File: src/rtl/mem_access_ctrl_pkg.sv
// Shared definitions for the load/store access controller: access sizes,
// FSM states, bus direction and the byte-lane offset width helper.
package mem_access_ctrl_pkg;

  typedef enum logic [1:0] {
    SZ_BYTE  = 2'd0,
    SZ_HALF  = 2'd1,
    SZ_WORD  = 2'd2,
    SZ_DWORD = 2'd3
  } size_e;

  typedef enum logic [1:0] {
    ST_IDLE = 2'd0,
    ST_BUS  = 2'd1,
    ST_RESP = 2'd2
  } state_e;

  typedef enum logic {
    BUS_RD = 1'b0,
    BUS_WR = 1'b1
  } bus_dir_e;

  // Number of address bits that select a byte lane within one bus word.
  function automatic int off_width(input int data_width);
    return $clog2(data_width / 8);
  endfunction

endpackage

File: src/rtl/mem_access_ctrl_load_align.sv
// Right-aligns the addressed bytes of a bus word and zero/sign-extends them
// to the full data width.
module load_align
  import mem_access_ctrl_pkg::*;
#(
  parameter int DATA_WIDTH = 32,
  parameter int OFF_W      = 2
) (
  input  logic [DATA_WIDTH-1:0] rdata,
  input  logic [OFF_W-1:0]      off,
  input  size_e                 size,
  input  logic                  sign,
  output logic [DATA_WIDTH-1:0] data
);

  logic [DATA_WIDTH-1:0] sh;
  logic [DATA_WIDTH-1:0] mask;
  logic [DATA_WIDTH-1:0] top_bit;
  logic [7:0]            nbits;
  logic                  msb;

  always_comb begin
    sh      = rdata >> {off, 3'b000};
    nbits   = 8'd8 << size;
    // A shift by the full width yields zero, so dword on a 64-bit bus keeps all bits.
    mask    = ~({DATA_WIDTH{1'b1}} << nbits);
    top_bit = mask & ~(mask >> 1);
    msb     = |(sh & top_bit);
    data    = (sh & mask) | ((sign && msb) ? ~mask : '0);
  end

endmodule

File: src/rtl/mem_access_ctrl.sv
// Load/store unit front end: accepts one access from ID/EX, checks alignment,
// runs a single bus transaction with timeout, and returns aligned load data.
module mem_access_ctrl
  import mem_access_ctrl_pkg::*;
#(
  parameter int DATA_WIDTH = 32,
  parameter int ADDR_WIDTH = 32,
  parameter int TIMEOUT    = 255
) (
  input  logic                    clk,
  input  logic                    rst,
  input  logic                    req_valid,
  input  logic                    req_read,
  input  logic                    req_write,
  input  logic                    req_sign,
  input  logic [1:0]              req_size,
  input  logic [ADDR_WIDTH-1:0]   req_addr,
  input  logic [DATA_WIDTH-1:0]   req_wdata,
  input  logic                    flush,
  output logic                    bus_req,
  output logic                    bus_we,
  output logic [ADDR_WIDTH-1:0]   bus_addr,
  output logic [DATA_WIDTH/8-1:0] bus_sel,
  output logic [DATA_WIDTH-1:0]   bus_wdata,
  input  logic                    bus_ack,
  input  logic [DATA_WIDTH-1:0]   bus_rdata,
  output logic                    stall,
  output logic                    rsp_valid,
  output logic [DATA_WIDTH-1:0]   rsp_rdata,
  output logic                    exc_misalign,
  output logic                    exc_timeout
);

  localparam int BW = DATA_WIDTH / 8;
  localparam int OW = off_width(DATA_WIDTH);
  localparam int CW = $clog2(TIMEOUT + 1);

  state_e                state, state_nxt;
  logic [CW-1:0]         cnt;
  logic                  squash;
  logic [ADDR_WIDTH-1:0] addr_q;
  bus_dir_e              dir_q;
  logic [BW-1:0]         sel_q;
  logic [DATA_WIDTH-1:0] wdata_q, rdata_q, ld_data;
  size_e                 size_q;
  logic                  sign_q;
  logic [OW-1:0]         off_q;
  logic                  misalign_q, timeout_q;

  logic                  accept, misalign, start, timed_out;
  logic [3:0]            amask;
  logic [7:0]            sel_base;
  logic [OW-1:0]         req_off;

  assign req_off = req_addr[OW-1:0];
  assign accept  = (state == ST_IDLE) && req_valid && (req_read ^ req_write) && !flush;
  assign start   = accept && !misalign;
  // Wait count reaches TIMEOUT on this cycle; an ack in the same cycle wins.
  assign timed_out = (state == ST_BUS) && !bus_ack && (cnt == CW'(TIMEOUT - 1));

  always_comb begin
    amask    = (4'd1 << req_size) - 4'd1;
    misalign = (|(req_addr[2:0] & amask[2:0])) ||
               ((DATA_WIDTH == 32) && (req_size == 2'd3));
    sel_base = 8'h00;
    case (size_e'(req_size))
      SZ_BYTE:  sel_base = 8'h01;
      SZ_HALF:  sel_base = 8'h03;
      SZ_WORD:  sel_base = 8'h0F;
      SZ_DWORD: sel_base = 8'hFF;
      default:  sel_base = 8'h00;
    endcase
  end

  always_comb begin
    state_nxt = state;
    case (state)
      ST_IDLE: if (start) state_nxt = ST_BUS;
      ST_BUS: begin
        if (bus_ack)        state_nxt = ST_RESP;
        else if (timed_out) state_nxt = ST_IDLE;
      end
      ST_RESP: state_nxt = ST_IDLE;
      default: state_nxt = ST_IDLE;
    endcase
  end

  always_ff @(posedge clk or negedge rst) begin
    if (!rst) begin
      state      <= ST_IDLE;
      cnt        <= '0;
      squash     <= 1'b0;
      addr_q     <= '0;
      dir_q      <= BUS_RD;
      sel_q      <= '0;
      wdata_q    <= '0;
      rdata_q    <= '0;
      size_q     <= SZ_BYTE;
      sign_q     <= 1'b0;
      off_q      <= '0;
      misalign_q <= 1'b0;
      timeout_q  <= 1'b0;
    end else begin
      state      <= state_nxt;
      misalign_q <= accept && misalign;
      timeout_q  <= timed_out && !(squash || flush);
      if (start) begin
        addr_q  <= {req_addr[ADDR_WIDTH-1:OW], OW'(0)};
        dir_q   <= req_write ? BUS_WR : BUS_RD;
        sel_q   <= BW'(sel_base) << req_off;
        wdata_q <= req_wdata << {req_off, 3'b000};
        size_q  <= size_e'(req_size);
        sign_q  <= req_sign;
        off_q   <= req_off;
        cnt     <= '0;
        squash  <= 1'b0;
      end else if (state == ST_BUS) begin
        if (!bus_ack) cnt <= cnt + CW'(1);
        if (flush)    squash <= 1'b1;
        if (bus_ack)  rdata_q <= (dir_q == BUS_WR) ? '0 : ld_data;
      end
    end
  end

  load_align #(.DATA_WIDTH(DATA_WIDTH), .OFF_W(OW)) u_load_align (
    .rdata (bus_rdata),
    .off   (off_q),
    .size  (size_q),
    .sign  (sign_q),
    .data  (ld_data)
  );

  // Bus outputs are forced low outside BUS so reset and idle look identical.
  assign bus_req      = (state == ST_BUS);
  assign bus_we       = bus_req && (dir_q == BUS_WR);
  assign bus_addr     = bus_req ? addr_q  : '0;
  assign bus_sel      = bus_req ? sel_q   : '0;
  assign bus_wdata    = bus_req ? wdata_q : '0;
  assign stall        = rst && (bus_req || start);
  assign rsp_valid    = (state == ST_RESP) && !squash && !flush;
  assign rsp_rdata    = rdata_q;
  assign exc_misalign = misalign_q;
  assign exc_timeout  = timeout_q;

endmodule

File: config.mk
export PLATFORM = sky130hd
export DESIGN_NAME = mem_access_ctrl
export DESIGN_NICKNAME = d
export VERILOG_FILES = /design/src/rtl/mem_access_ctrl_pkg.sv /design/src/rtl/mem_access_ctrl_load_align.sv /design/src/rtl/mem_access_ctrl.sv
export SDC_FILE = /design/constraint.sdc
export NUM_CORES = 1
export LEC_CHECK = 0
export BUFFER_PORTS_ARGS = -buffer_cell sky130_fd_sc_hd__buf_4
export CORE_MARGIN = 10
export CORE_UTILIZATION = 35
export CTS_CLUSTER_SIZE = 16
export DETAILED_ROUTE_END_ITERATION = 10
export PLACE_DENSITY = 0.67
export SETUP_SLACK_MARGIN = 0.02
export SLEW_MARGIN = 10
export SYNTH_ARGS = -nofsm -noshare
export SYNTH_HDL_FRONTEND = slang
export SYNTH_SLANG_ARGS = --single-unit
File: constraint.sdc
create_clock -name clk -period 2.04 [get_ports clk]
set_input_delay 0.102 -clock clk [delete_from_list [all_inputs] [get_ports clk]]
set_output_delay 0.102 -clock clk [all_outputs]
set_load 0.02 [all_outputs]
After elaboration in Yosys (flattened, before gate mapping)
Cells that the tools add are included.
W data, S select, Z words.
{"block": "op_classes", "n_addsub": 2, "n_eq_ne": 9, "shifts": 6, "mux": 17, "n_bitwise": 10, "n_reduce_logical": 31}
{"operator": "$mux W32", "count": 4}
{"operator": "$and A32 B32 Y32", "count": 3}
{"operator": "$not A32 Y32", "count": 2}
{"operator": "$not A31 Y32", "count": 1}
{"operator": "$or A32 B32 Y32", "count": 1}
{"operator": "$reduce_or A32 Y1", "count": 1}
{"operator": "$shl A32 B5 Y32", "count": 1}
{"operator": "$shl A32 B8 Y32 const A", "count": 1}
{"operator": "$shr A32 B5 Y32", "count": 1}
{"operator": "$mux W8", "count": 3}
{"operator": "$pmux W4 S4", "count": 1}
{"operator": "$logic_and A1 B1 Y1", "count": 13}
{"operator": "$add A8 B1 Y8 const B", "count": 1}
{"operator": "$eq A8 B8 Y1 const B", "count": 1}
{"operator": "$shl A4 B2 Y8 const A", "count": 1}
{"operator": "$eq A2 B2 Y1 const B", "count": 3}
{"operator": "$mux W2", "count": 3}
{"operator": "$reduce_and A2 Y1", "count": 3}
{"operator": "$logic_not A1 Y1", "count": 5}
{"operator": "$eq A2 B1 Y1 const B", "count": 2}
{"operator": "$logic_not A2 Y1", "count": 2}
{"operator": "$mux W1", "count": 4}
{"operator": "$mux W4", "count": 1}
{"operator": "$pmux W2 S2", "count": 1}
{"operator": "13 further kinds", "count": 16}
{"block": "word_totals", "reg_bits": 117, "input_bits": 106, "output_inout_bits": 106, "wordCells": 88}

Longest topological paths before layout
{"block": "depth", "depth_word": 11, "depth_mapped": 7, "mapped_depth_nobuf": 5}

By module
From an unflattened synthesis, not the netlist that was laid out.
{"block": "unflattened", "cells_unflattened": 560, "area_unflattened_um2": 6334.8}
{"module": "mem_access_ctrl", "instances": 1, "cells_each": 454, "area_per_inst_um2": 5529.1, "seq_area_each_um2": 2927.8}
{"module": "load_align", "instances": 1, "cells_each": 106, "area_per_inst_um2": 805.8, "seq_area_each_um2": 0.0}

Worst setup path before layout
No wires, ideal clock.
{"block": "synth_timing", "path_type": "reg2out", "from": "reg state[1]", "to": "out stall", "t_arrival_ns": 1.874, "t_required_ns": 1.938, "slack_ns": 0.064, "stages_incl_launch_ff": 6, "n_path_buf": 1, "cell_sequence": "dfrtp_1 or4b_4 or2_1 a21oi_4 buf_4 o21a_1"}
{"block": "synth_between", "elab_chain_len": 7, "elab_cells_between_ends": 8, "classes_between": "1 x eq/ne; 7 x reduce/logical"}
{"item": "from (decl)", "line": "mem_access_ctrl.sv:38", "source": "state_e state, state_nxt;"}
{"item": "from (signal assigned)", "line": "mem_access_ctrl.sv:104", "source": "state <= state_nxt;"}
{"item": "$logic_not A2 Y1", "line": "mem_access_ctrl.sv:56", "source": "assign accept = (state == ST_IDLE) && req_valid && (req_read ^ req_write) && !flush;"}
{"item": "$logic_and A1 B1 Y1 (3 in series)", "line": "mem_access_ctrl.sv:56"}
{"item": "$logic_and A1 B1 Y1", "line": "mem_access_ctrl.sv:57", "source": "assign start = accept && !misalign;"}
{"item": "$logic_or A1 B1 Y1 (*)", "line": "mem_access_ctrl.sv:139", "source": "assign stall = rst && (bus_req || start);"}
{"item": "$logic_and A1 B1 Y1 (*)", "line": "mem_access_ctrl.sv:139"}
{"item": "to (decl)", "line": "mem_access_ctrl.sv:27", "source": "output logic stall,"}
Every way passes the cells marked *; elsewhere a longest branch is shown, timed or not.

Final worst setup path
{"block": "layout_timing", "from": "reg state[0]", "to": "out stall"}
Same word-level chain as after synthesis.

==> out/results.tsv <==
stage	metric	value	unit
outcome	status	finished with violations	
outcome	violations	negative setup slack	
timing	tightest_slew	720	ps
cells_and_area	final_cells	1077	
timing	setup_violations	1	
cells_and_area	area_delta_synth_final	51.9	%
timing	fmax	0.485	GHz
yosys	synth_cell_types	47	
detailed_routing	first_pass_iters	6	
clock_network	path_clk_slew	60	ps
detailed_routing	viasPerCell	4.97	
yosys	synth-seq-cells	117	
placement	gp_congestion	0.795	
flow_run	cap_violations	0	
setup_path	startpoint_type	flop	
global_route	antenna_found_initial	0	
power	pwr-share-seq	37.6	%
clock_network	htreeDepth	4	
detailed_routing	wirelength	20300	microns
yosys	async_flop_share	100	%
power	p_sw_share	31.3	%
clock_network	cts_buffers	17	
cells_and_area	layout_commonest_cell	buf_4	
detailed_routing	drc_errors	0	
yosys	avgSynthCellArea	10.5	sq um
detailed_routing	via_count	5348	
floorplan	initial_utilization	35.9	%
detailed_routing	wl_per_cell	18.8	microns
yosys	synth_flop_cell	dfrtp_1	
placement	dp.cells	984	
placement	io_buffers	209	
detailed_routing	drt_iter0_markers	350	
power	powerDensity	986	mW/mm^2
placement	place_ws	-17.8	ps
power	p_sw	2810	uW
floorplan	fp-row-count	47	
clock_network	cts_sinks	117	
setup_path	r2r-end	addr_q[19]	
timing	finalHoldViolations	0	
cells_and_area	finish.utilization	54.5	%
clock_network	cts_tree	done	
floorplan	die_h	151	microns
setup_path	rr_startpoint	state[0]	
clock_network	clock_latency	410	ps
worst_hold_path	holdPathEnd	wdata_q[17]	
global_route	grt_pass1_wl	31200	microns
floorplan	die_x	151	microns
power	vdd_drop_max	0.658	mV
worst_hold_path	hold_path.class	input port to flop	
yosys	synth_cells	573	
cells_and_area	drive_above_1_share	38.3	%
power	p_int	6160	uW
cells_and_area	diodes	0	
yosys	yosysWarnings	0	
detailed_routing	ant_nets	0	
global_route	grt_pass1_vias	5602	
yosys	ys_seq_area_share	48.9	%
placement	dpl.hpwl	14300	microns
yosys	synthesis.area	0.00599	sq mm
setup_path	cp_max_fo	2	
timing	period_needed	2060	ps
cells_and_area	nets	952	
yosys	yosys.area.top_type	dfrtp_1	
setup_path	critPathRequiredTime	1940	ps
power	fin_total_pwr	8980	uW
timing	drv_slew	0	
worst_hold_path	min_from	req_wdata[9]	
timing	whs	15.7	ps
setup_path	r2r_slack	60	ps
timing	final.setup.worst_slack	-24.0	ps
power	combPwrFrac	30.6	%
timing	timing.final.crit_share	101	%
timing	rsz0062_at_grt	true	
floorplan	ios	212	
clock_network	cts_max_path_buffers	2	
timing	slew_headroom	51.8	%
yosys	synth.top_cell.area_share	48.9	%
worst_hold_path	hold_depth	3	
cells_and_area	final_cell_mix	233 x buf_4, 117 x dfrtp_1, 67 x and2_1	
floorplan	core	0.0167	sq mm
global_route	grt_max_degree	63	
setup_path	end_kind	output port	
setup_path	criticalPathCategory	flop to output port	
yosys	synth-edff-count	0	
global_route	track_usage	17.5	%
setup_path	worstPathArrival	1960	ps
floorplan	dieArea	0.0228	sq mm
global_route	overflow	0	
yosys	netlist_top_cells_area	dfrtp_1 49%, mux2_2 9.8%, and2_1 7.0%	
clock_network	clockRootBuffer	clkbuf_16	
timing	finClkSkew	10.2	ps
setup_path	r2r_cells	5	
power	power_frac_clock	31.8	%
power	p_leak	0.00440	uW
==> cell families after synthesis <==
family          after synthesis  share of synthesized area, %
compound gates              118                          13.8
xor+xnor                     10                          1.46
simple gates                199                          17.6
fa+ha+maj                     2                         0.418
buf+inv                      48                          3.57
other cells                   1                        0.0626
mux                          78                          14.2
flops                       117                          48.9
==> critical path: stages, from the launching register on <==
cell,delay (ps)
dfrtp_1,370
or4b_4,520
or2_4,260
a21oi_4,130
o21a_1,140
buf_6,120
==> worst max-delay path by stage <==
stage	to	cells after the start	from
floorplan	stall	5	state[1]
global placement	wdata_q[28]	4	state[1]
detailed placement	wdata_q[30]	4	state[1]
CTS	stall	5	state[0]
global route	stall	5	state[0]
finish	stall	5	state[0]
==> cell usage after synthesis (3+ instances only) <==
cell type	number
o31ai_1	8
o21ai_0	24
nand4_1	5
a211oi_1	9
buf_1	7
mux2_2	52
and3_1	3
clkbuf_1	27
nor3_1	3
a211o_1	10
xnor2_1	5
nand2_1	62
buf_4	3
o21a_1	4
inv_1	3
buf_2	6
nor2_1	23
a21oi_1	33
nor2b_1	18
mux2i_1	25
a32o_1	8
dfrtp_1	117
and2_1	67
a221o_1	16
xor2_1	5
==> power groups by stage <==
stage	Sequential [uW]	Clock, uW	Combinational, uW
2_1_floorplan	3600	0	1270
3_3_place_gp	3380	0	2610
3_5_place_dp	3400	0	2650
4_1_cts	3370	2920	2760
5_1_grt	3460	3030	3000
6_report	3380	2850	2740
==> final cells by class <==
class                           count  area [sq um]
Clock buffer                       24           492
Clock inverter                      8          72.6
Fill cell                        1526          7600
Inverter                            3          11.3
Multi-Input combinational cell    409          2880
Sequential cell                   117          2930
Tap cell                          220           275
Timing Repair Buffer              296          2450
==> layer usage <==
layer	routed length, microns	global-route usage [%]
met5	0	0
met4	195	4.14
met3	2350	8.77
met2	9620	27.9
met1	8110	20.6
==> what timing repair did <==
action	in CTS	in global routing
pin swaps	3	0
hold endpoints to repair	133	0
setup endpoints to repair	9	37
hold buffers	56	0
gates resized for setup	2	1
buffers inserted	3	1
cloned	0	1
==> sequential cells by signal, indices dropped and copies added (netlist names) <==
signal / cells
exc_misalign: 1
wdata_q: 32
squash: 1
exc_timeout: 1
sign_q: 1
cnt: 8
rsp_rdata: 32
size_q: 2
state: 2
addr_q: 30
dir_q: 1
off_q: 2
sel_q: 4
==> per-stage QoR <==
step / setup TNS, ps / instance area, sq um
after floorplan: 0 / 6000
after global placement: 0 / 7910
after detailed placement: -117 / 7910
after CTS: -41.9 / 9060
after global routing: -107 / 9100
final: -24.0 / 9100
Note: power is estimated with default switching activity, not from simulation.
